<file path="config.mk">
export PLATFORM = sky130hd
export DESIGN_NAME = fetch_stage
export DESIGN_NICKNAME = d
export VERILOG_FILES = /design/src/rtl/fetch_stage.sv
export SDC_FILE = /design/constraint.sdc
export NUM_CORES = 1
export LEC_CHECK = 0
export ABC_AREA = 0
export BUFFER_PORTS_ARGS = -buffer_cell sky130_fd_sc_hd__buf_2
export CAP_MARGIN = 10
export CORE_ASPECT_RATIO = 0.5
export CORE_MARGIN = 8
export CORE_UTILIZATION = 56
export CTS_CLUSTER_SIZE = 16
export DETAILED_ROUTE_END_ITERATION = 7
export GPL_ROUTABILITY_DRIVEN = 0
export GPL_TIMING_DRIVEN = 0
export PLACE_DENSITY = 0.84
export SLEW_MARGIN = 20
export SYNTH_ARGS = -nofsm -noshare
export SYNTH_HDL_FRONTEND = slang
export SYNTH_SLANG_ARGS = --single-unit
</file>
<file path="constraint.sdc">
create_clock -name clk -period 2.4 [get_ports clk]
set_input_delay 0.36 -clock clk [delete_from_list [all_inputs] [get_ports clk]]
set_output_delay 0.36 -clock clk [all_outputs]
set_load 0.05 [all_outputs]
</file>
<file path="src/rtl/fetch_stage.sv">
// rtl/fetch_stage.sv - instruction fetch stage with IF/ID register, one-entry skid buffer and redirect discard
module fetch_stage #(
    parameter logic [31:0] RESET_PC = 32'h0000_0000
) (
    input  logic        clk,
    input  logic        reset,
    input  logic        stall,
    input  logic        redirect,
    input  logic [31:0] redirect_pc,
    output logic        imem_req,
    output logic [31:0] imem_addr,
    input  logic        imem_ack,
    input  logic [31:0] imem_rdata,
    output logic [31:0] pc_out,
    output logic        id_valid,
    output logic [31:0] id_pc,
    output logic [31:0] id_instr,
    output logic [31:0] id_pc_plus4
);

    localparam logic [31:0] NOP = 32'h0000_0013;

    typedef enum logic [1:0] {
        S_RESET   = 2'd0,
        S_FETCH   = 2'd1,
        S_DISCARD = 2'd2
    } state_t;

    state_t      state;
    state_t      state_nxt;

    logic [31:0] pc_q;
    logic [31:0] pc_nxt;
    logic [31:0] pend_q;
    logic [31:0] pend_nxt;

    logic        skid_valid_q;
    logic        skid_valid_nxt;
    logic [31:0] skid_pc_q;
    logic [31:0] skid_pc_nxt;
    logic [31:0] skid_instr_q;
    logic [31:0] skid_instr_nxt;

    logic        id_valid_q;
    logic        id_valid_nxt;
    logic [31:0] id_pc_q;
    logic [31:0] id_pc_nxt;
    logic [31:0] id_instr_q;
    logic [31:0] id_instr_nxt;
    logic [31:0] id_pc_plus4_q;
    logic [31:0] id_pc_plus4_nxt;

    logic        xfer;
    logic        outstanding;
    logic [31:0] redirect_tgt;
    logic [31:0] pc_plus4;
    logic [31:0] skid_pc_plus4;

    assign xfer          = imem_req & imem_ack;
    assign outstanding   = imem_req & ~imem_ack;
    assign redirect_tgt  = {redirect_pc[31:2], 2'b00};
    assign pc_plus4      = pc_q + 32'd4;
    assign skid_pc_plus4 = skid_pc_q + 32'd4;

    // State register
    always_ff @(posedge clk or negedge reset) begin
        if (!reset) begin
            state <= S_RESET;
        end else begin
            state <= state_nxt;
        end
    end

    // Next-state logic; a redirect caught mid-request must wait out the late word
    always_comb begin
        state_nxt = state;
        case (state)
            S_RESET: begin
                state_nxt = S_FETCH;
            end
            S_FETCH: begin
                if (redirect && outstanding) begin
                    state_nxt = S_DISCARD;
                end
            end
            S_DISCARD: begin
                if (redirect) begin
                    state_nxt = outstanding ? S_DISCARD : S_FETCH;
                end else if (xfer) begin
                    state_nxt = S_FETCH;
                end
            end
            default: begin
                state_nxt = S_RESET;
            end
        endcase
    end

    // Output logic
    always_comb begin
        imem_req = 1'b0;
        case (state)
            S_FETCH, S_DISCARD: imem_req = ~skid_valid_q;
            default:            imem_req = 1'b0;
        endcase
    end

    // Datapath next values
    always_comb begin
        pc_nxt          = pc_q;
        pend_nxt        = pend_q;
        skid_valid_nxt  = skid_valid_q;
        skid_pc_nxt     = skid_pc_q;
        skid_instr_nxt  = skid_instr_q;
        id_valid_nxt    = id_valid_q;
        id_pc_nxt       = id_pc_q;
        id_instr_nxt    = id_instr_q;
        id_pc_plus4_nxt = id_pc_plus4_q;

        if (redirect) begin
            id_valid_nxt   = 1'b0;
            id_instr_nxt   = NOP;
            skid_valid_nxt = 1'b0;
            if (outstanding) begin
                pend_nxt = redirect_tgt;
            end else begin
                pc_nxt = redirect_tgt;
            end
        end else begin
            case (state)
                S_DISCARD: begin
                    if (xfer) begin
                        pc_nxt = pend_q;
                    end
                end
                S_FETCH: begin
                    if (skid_valid_q) begin
                        if (!stall) begin
                            id_valid_nxt    = 1'b1;
                            id_pc_nxt       = skid_pc_q;
                            id_instr_nxt    = skid_instr_q;
                            id_pc_plus4_nxt = skid_pc_plus4;
                            skid_valid_nxt  = 1'b0;
                        end
                    end else if (xfer) begin
                        pc_nxt = pc_plus4;
                        if (stall) begin
                            skid_valid_nxt = 1'b1;
                            skid_pc_nxt    = pc_q;
                            skid_instr_nxt = imem_rdata;
                        end else begin
                            id_valid_nxt    = 1'b1;
                            id_pc_nxt       = pc_q;
                            id_instr_nxt    = imem_rdata;
                            id_pc_plus4_nxt = pc_plus4;
                        end
                    end else if (!stall) begin
                        // Downstream consumed the held word and nothing new arrived
                        id_valid_nxt = 1'b0;
                    end
                end
                default: begin
                end
            endcase
        end
    end

    // Datapath registers
    always_ff @(posedge clk or negedge reset) begin
        if (!reset) begin
            pc_q          <= RESET_PC;
            pend_q        <= 32'h0000_0000;
            skid_valid_q  <= 1'b0;
            skid_pc_q     <= 32'h0000_0000;
            skid_instr_q  <= NOP;
            id_valid_q    <= 1'b0;
            id_pc_q       <= 32'h0000_0000;
            id_instr_q    <= NOP;
            id_pc_plus4_q <= 32'h0000_0004;
        end else begin
            pc_q          <= pc_nxt;
            pend_q        <= pend_nxt;
            skid_valid_q  <= skid_valid_nxt;
            skid_pc_q     <= skid_pc_nxt;
            skid_instr_q  <= skid_instr_nxt;
            id_valid_q    <= id_valid_nxt;
            id_pc_q       <= id_pc_nxt;
            id_instr_q    <= id_instr_nxt;
            id_pc_plus4_q <= id_pc_plus4_nxt;
        end
    end

    assign pc_out      = pc_q;
    assign imem_addr   = pc_q;
    assign id_valid    = id_valid_q;
    assign id_pc       = id_pc_q;
    assign id_instr    = id_instr_q;
    assign id_pc_plus4 = id_pc_plus4_q;

endmodule

</file>
==> results.ini <==
[detailed_routing]
drt_first_pass_iters = 8
via_per_inst = 6.26
route.detailed.drc = 7
ant_nets = 0
num_vias = 10097
wl_per_cell_um = 22.3
drt-initial-drc-count = 1120
drt_wl_total_um = 36000

[global_route]
gr-usage-met2_pct = 44.7
grt_antenna_before_repair = 3
grt_overflow = 0
grt_pass1_vias = 10161
grt_pass1_wl_um = 55200
busiest_layer = met2
grtUsageMet3_pct = 6.64
grt_max_degree = 88
grtUsageMet1_pct = 34.2
grt_usage_pct = 27.2

[sta]
relSlewSlack_pct = 44.7
min_period_ns = 2.44
setup_slack_ns = -0.0428
period_share_pct = 102
hold_slack_ns = 0.104
drv_slew = 0
fmax_mhz = 409
hold_viol = 0
worstMarginPinSlew_ns = 0.829
rsz0062_at_grt = true
setup_viol = 2
finalClockSkew_ns = 0.0200

[layout]
nFillCells = 1381
multi_input_area_um2 = 5330
syn2layout_area_growth_pct = 21.9
fin_area_um2 = 13800
final_core_util_pct = 70.3
n_antenna_cell = 0
fin_cells = 1612
nNetsFinal = 1407
seqCellArea_um2 = 5470
drive_gt1_share_pct = 35.7

[die]
die_area_um2 = 25400
die_w_um = 217
coreArea_um2 = 19700
row_count = 36
initial_utilization_pct = 57.7
io_pins = 231
die_height_um = 117

[yosys]
netlist_area_um2 = 11400
synth_ff_type = dfrtp_1
synthTopCellsByArea = dfrtp_1, mux2_2, mux2i_1
ys_warn_count = 0
yosysSeqAreaShare_pct = 48.1
synthCells = 1072
synth.top_cell.area_share_pct = 46.5
synth_edf_count = 0
synth_cell_types = 66
synth_seq_cells = 218
async_flop_share_pct = 100
synth_top_area_cell = dfrtp_1
synth_area_per_cell_um2 = 10.6

[worst_setup_path]
rr_worst_depth = 6
crit_required_ns = 2.76
worstPathArrival_ns = 2.80
r2r_slack_ns = -0.04
crit_type = reg -> reg
r2r-start = imem_addr[4]
worst_setup_path_start_kind = flip-flop
worst_setup_path_end_kind = flip-flop
cp_max_fo = 9
timing.rr.end = id_pc_plus4[21]

[placed_design]
dpl.cell_count = 1566
io_buffers = 219
hpwl_um = 25900
place_area_um2 = 12900
dp_slack_ns = -0.376

[power_and_ir_drop]
power-per-cell-area_nw_per_um2 = 1460
p_leak_nw = 6.38
max-vdd-ir-drop_v = 0.000922

[clock_network]
cts_tree = built
clk_pin_slew_ns = 0.07
clk_latency_ns = 0.51
cts_sinks = 218
htreeDepth = 1
cts_inserted_buffers = 21
clock_path_buffers = 3
cts-root-buf = clkbuf_16

[min_path]
worstHoldPathCells = 2
worstHoldEndpoint = pend_q[8]
hold_path.class = in -> reg
min_from = redirect_pc[8]

[run_status]
outcome = finished, violations left
violations = DRC, setup timing

[job]
cap_violations = 0

-- critical path: stages (launching register included) --
cell	delay, ns
dfrtp_1	0.37
buf_4	0.18
nand3_1	0.42
nor4_4	0.68
a2111oi_2	0.22
a211oi_2	0.27
o21ai_0	0.14
-- what timing repair did --
action                     in CTS  in global routing
hold endpoints to repair       49                  0
gates resized for setup        16                 60
gates cloned                    0                  0
pin swaps                       1                  2
setup endpoints to repair     144                162
hold buffers                    1                  0
buffers inserted                3                  5
-- logic make-up (layout without fill, tap and decap cells) --
logic type      after synthesis  after routing  share of synthesized area (%)
mux                         161            161                           15.2
other cells                   1              8                         0.0330
compound gates              230            230                           13.5
buf+inv                     139            406                           6.32
xor+xnor                     47             47                           3.62
simple gates                270            270                           12.6
fa+ha+maj                     6              6                          0.661
flops                       218            218                           48.1
-- sequential cells by signal, indices dropped and copies added, names as in the netlist --
name	cells
state	2
id_instr	32
id_valid	1
id_pc_plus4	30
id_pc	30
pend_q	30
skid_pc_q	30
skid_valid_q	1
imem_addr	30
skid_instr_q	32
-- final cells by class --
type	instances	share of cell area [%]
buffer	120	5.11
clock buffer	28	4.27
clock inverter	9	0.714
inverter	19	0.542
multi-input combinational	722	38.5
sequential	218	39.5
tap	266	2.40
timing repair buffer	230	8.95
-- where the power goes --
part | internal (mW) | switching [mW]
Clock | 1.95 | 1.48
Sequential | 5.16 | 1.41
Combinational | 3.18 | 7.07
-- layout by cell type, fill, tap and decap left out, types with 29 or more instances in the layout --
cell type    n
o21ai_0     75
nand2_1     95
buf_4       53
buf_2      239
a21oi_1     31
a211oi_1    30
xnor2_1     32
mux2_2      87
mux2i_1     69
clkbuf_1    29
nor2_1      60
dfrtp_1    208
-- per-layer routing --
| metal | part of all wire (%) | vias up |
|---|---|---|
| li1 | - | 4359 |
| met1 | 38 | 4921 |
| met2 | 46 | 660 |
| met3 | 12 | 151 |
| met4 | 4.3 | 6 |
| met5 | 0.11 | - |
-- synthesized netlist by cell type, types with 4 or more instances --
| library cell | instances |
|---|---|
| dfstp_2 | 7 |
| o221ai_1 | 11 |
| a211oi_1 | 31 |
| a31oi_1 | 5 |
| nor2_1 | 61 |
| dfrtp_1 | 211 |
| nor3_1 | 14 |
| buf_1 | 12 |
| a22o_1 | 11 |
| nand2b_1 | 6 |
| nor4_1 | 8 |
| nand2_1 | 96 |
| clkbuf_1 | 39 |
| and3_1 | 8 |
| a21oi_1 | 33 |
| xnor2_1 | 32 |
| xor2_1 | 15 |
| o2bb2ai_1 | 6 |
| ha_1 | 6 |
| and4_1 | 8 |
| a221o_1 | 4 |
| nand3_1 | 21 |
| inv_1 | 16 |
| nand4_1 | 18 |
| o31ai_1 | 6 |
| buf_4 | 44 |
| buf_2 | 24 |
| a22oi_1 | 9 |
| mux2_2 | 87 |
| mux2_1 | 5 |
| or3_1 | 4 |
| o22ai_1 | 8 |
| mux2i_1 | 69 |
| o21ai_0 | 75 |
| nor4_2 | 4 |
| o31a_1 | 5 |
-- how the worst max path moves through the flow --
stage                 startpoint               to  slack (ns)  cells past startpoint
floorplan               state[0]    skid_pc_q[21]        0.06                      8
global placement           reset        id_pc[22]       -2.60                      1
detailed placement      state[1]  id_pc_plus4[29]       -0.38                     10
CTS                     state[0]  id_pc_plus4[20]        0.01                      9
global route        imem_addr[4]  id_pc_plus4[21]       -0.08                      6
finish              imem_addr[4]  id_pc_plus4[21]       -0.04                      6
-- per-stage QoR --
stage	TNS (ns)	total power, mW
final	-0.0578	20.3
after global placement	-571.00	16.1
after global routing	-0.353	21.1
after detailed placement	-27.34	16.4
after floorplan	0	13.7
after CTS	0	19.9
Power figures use the tool's default switching activity.
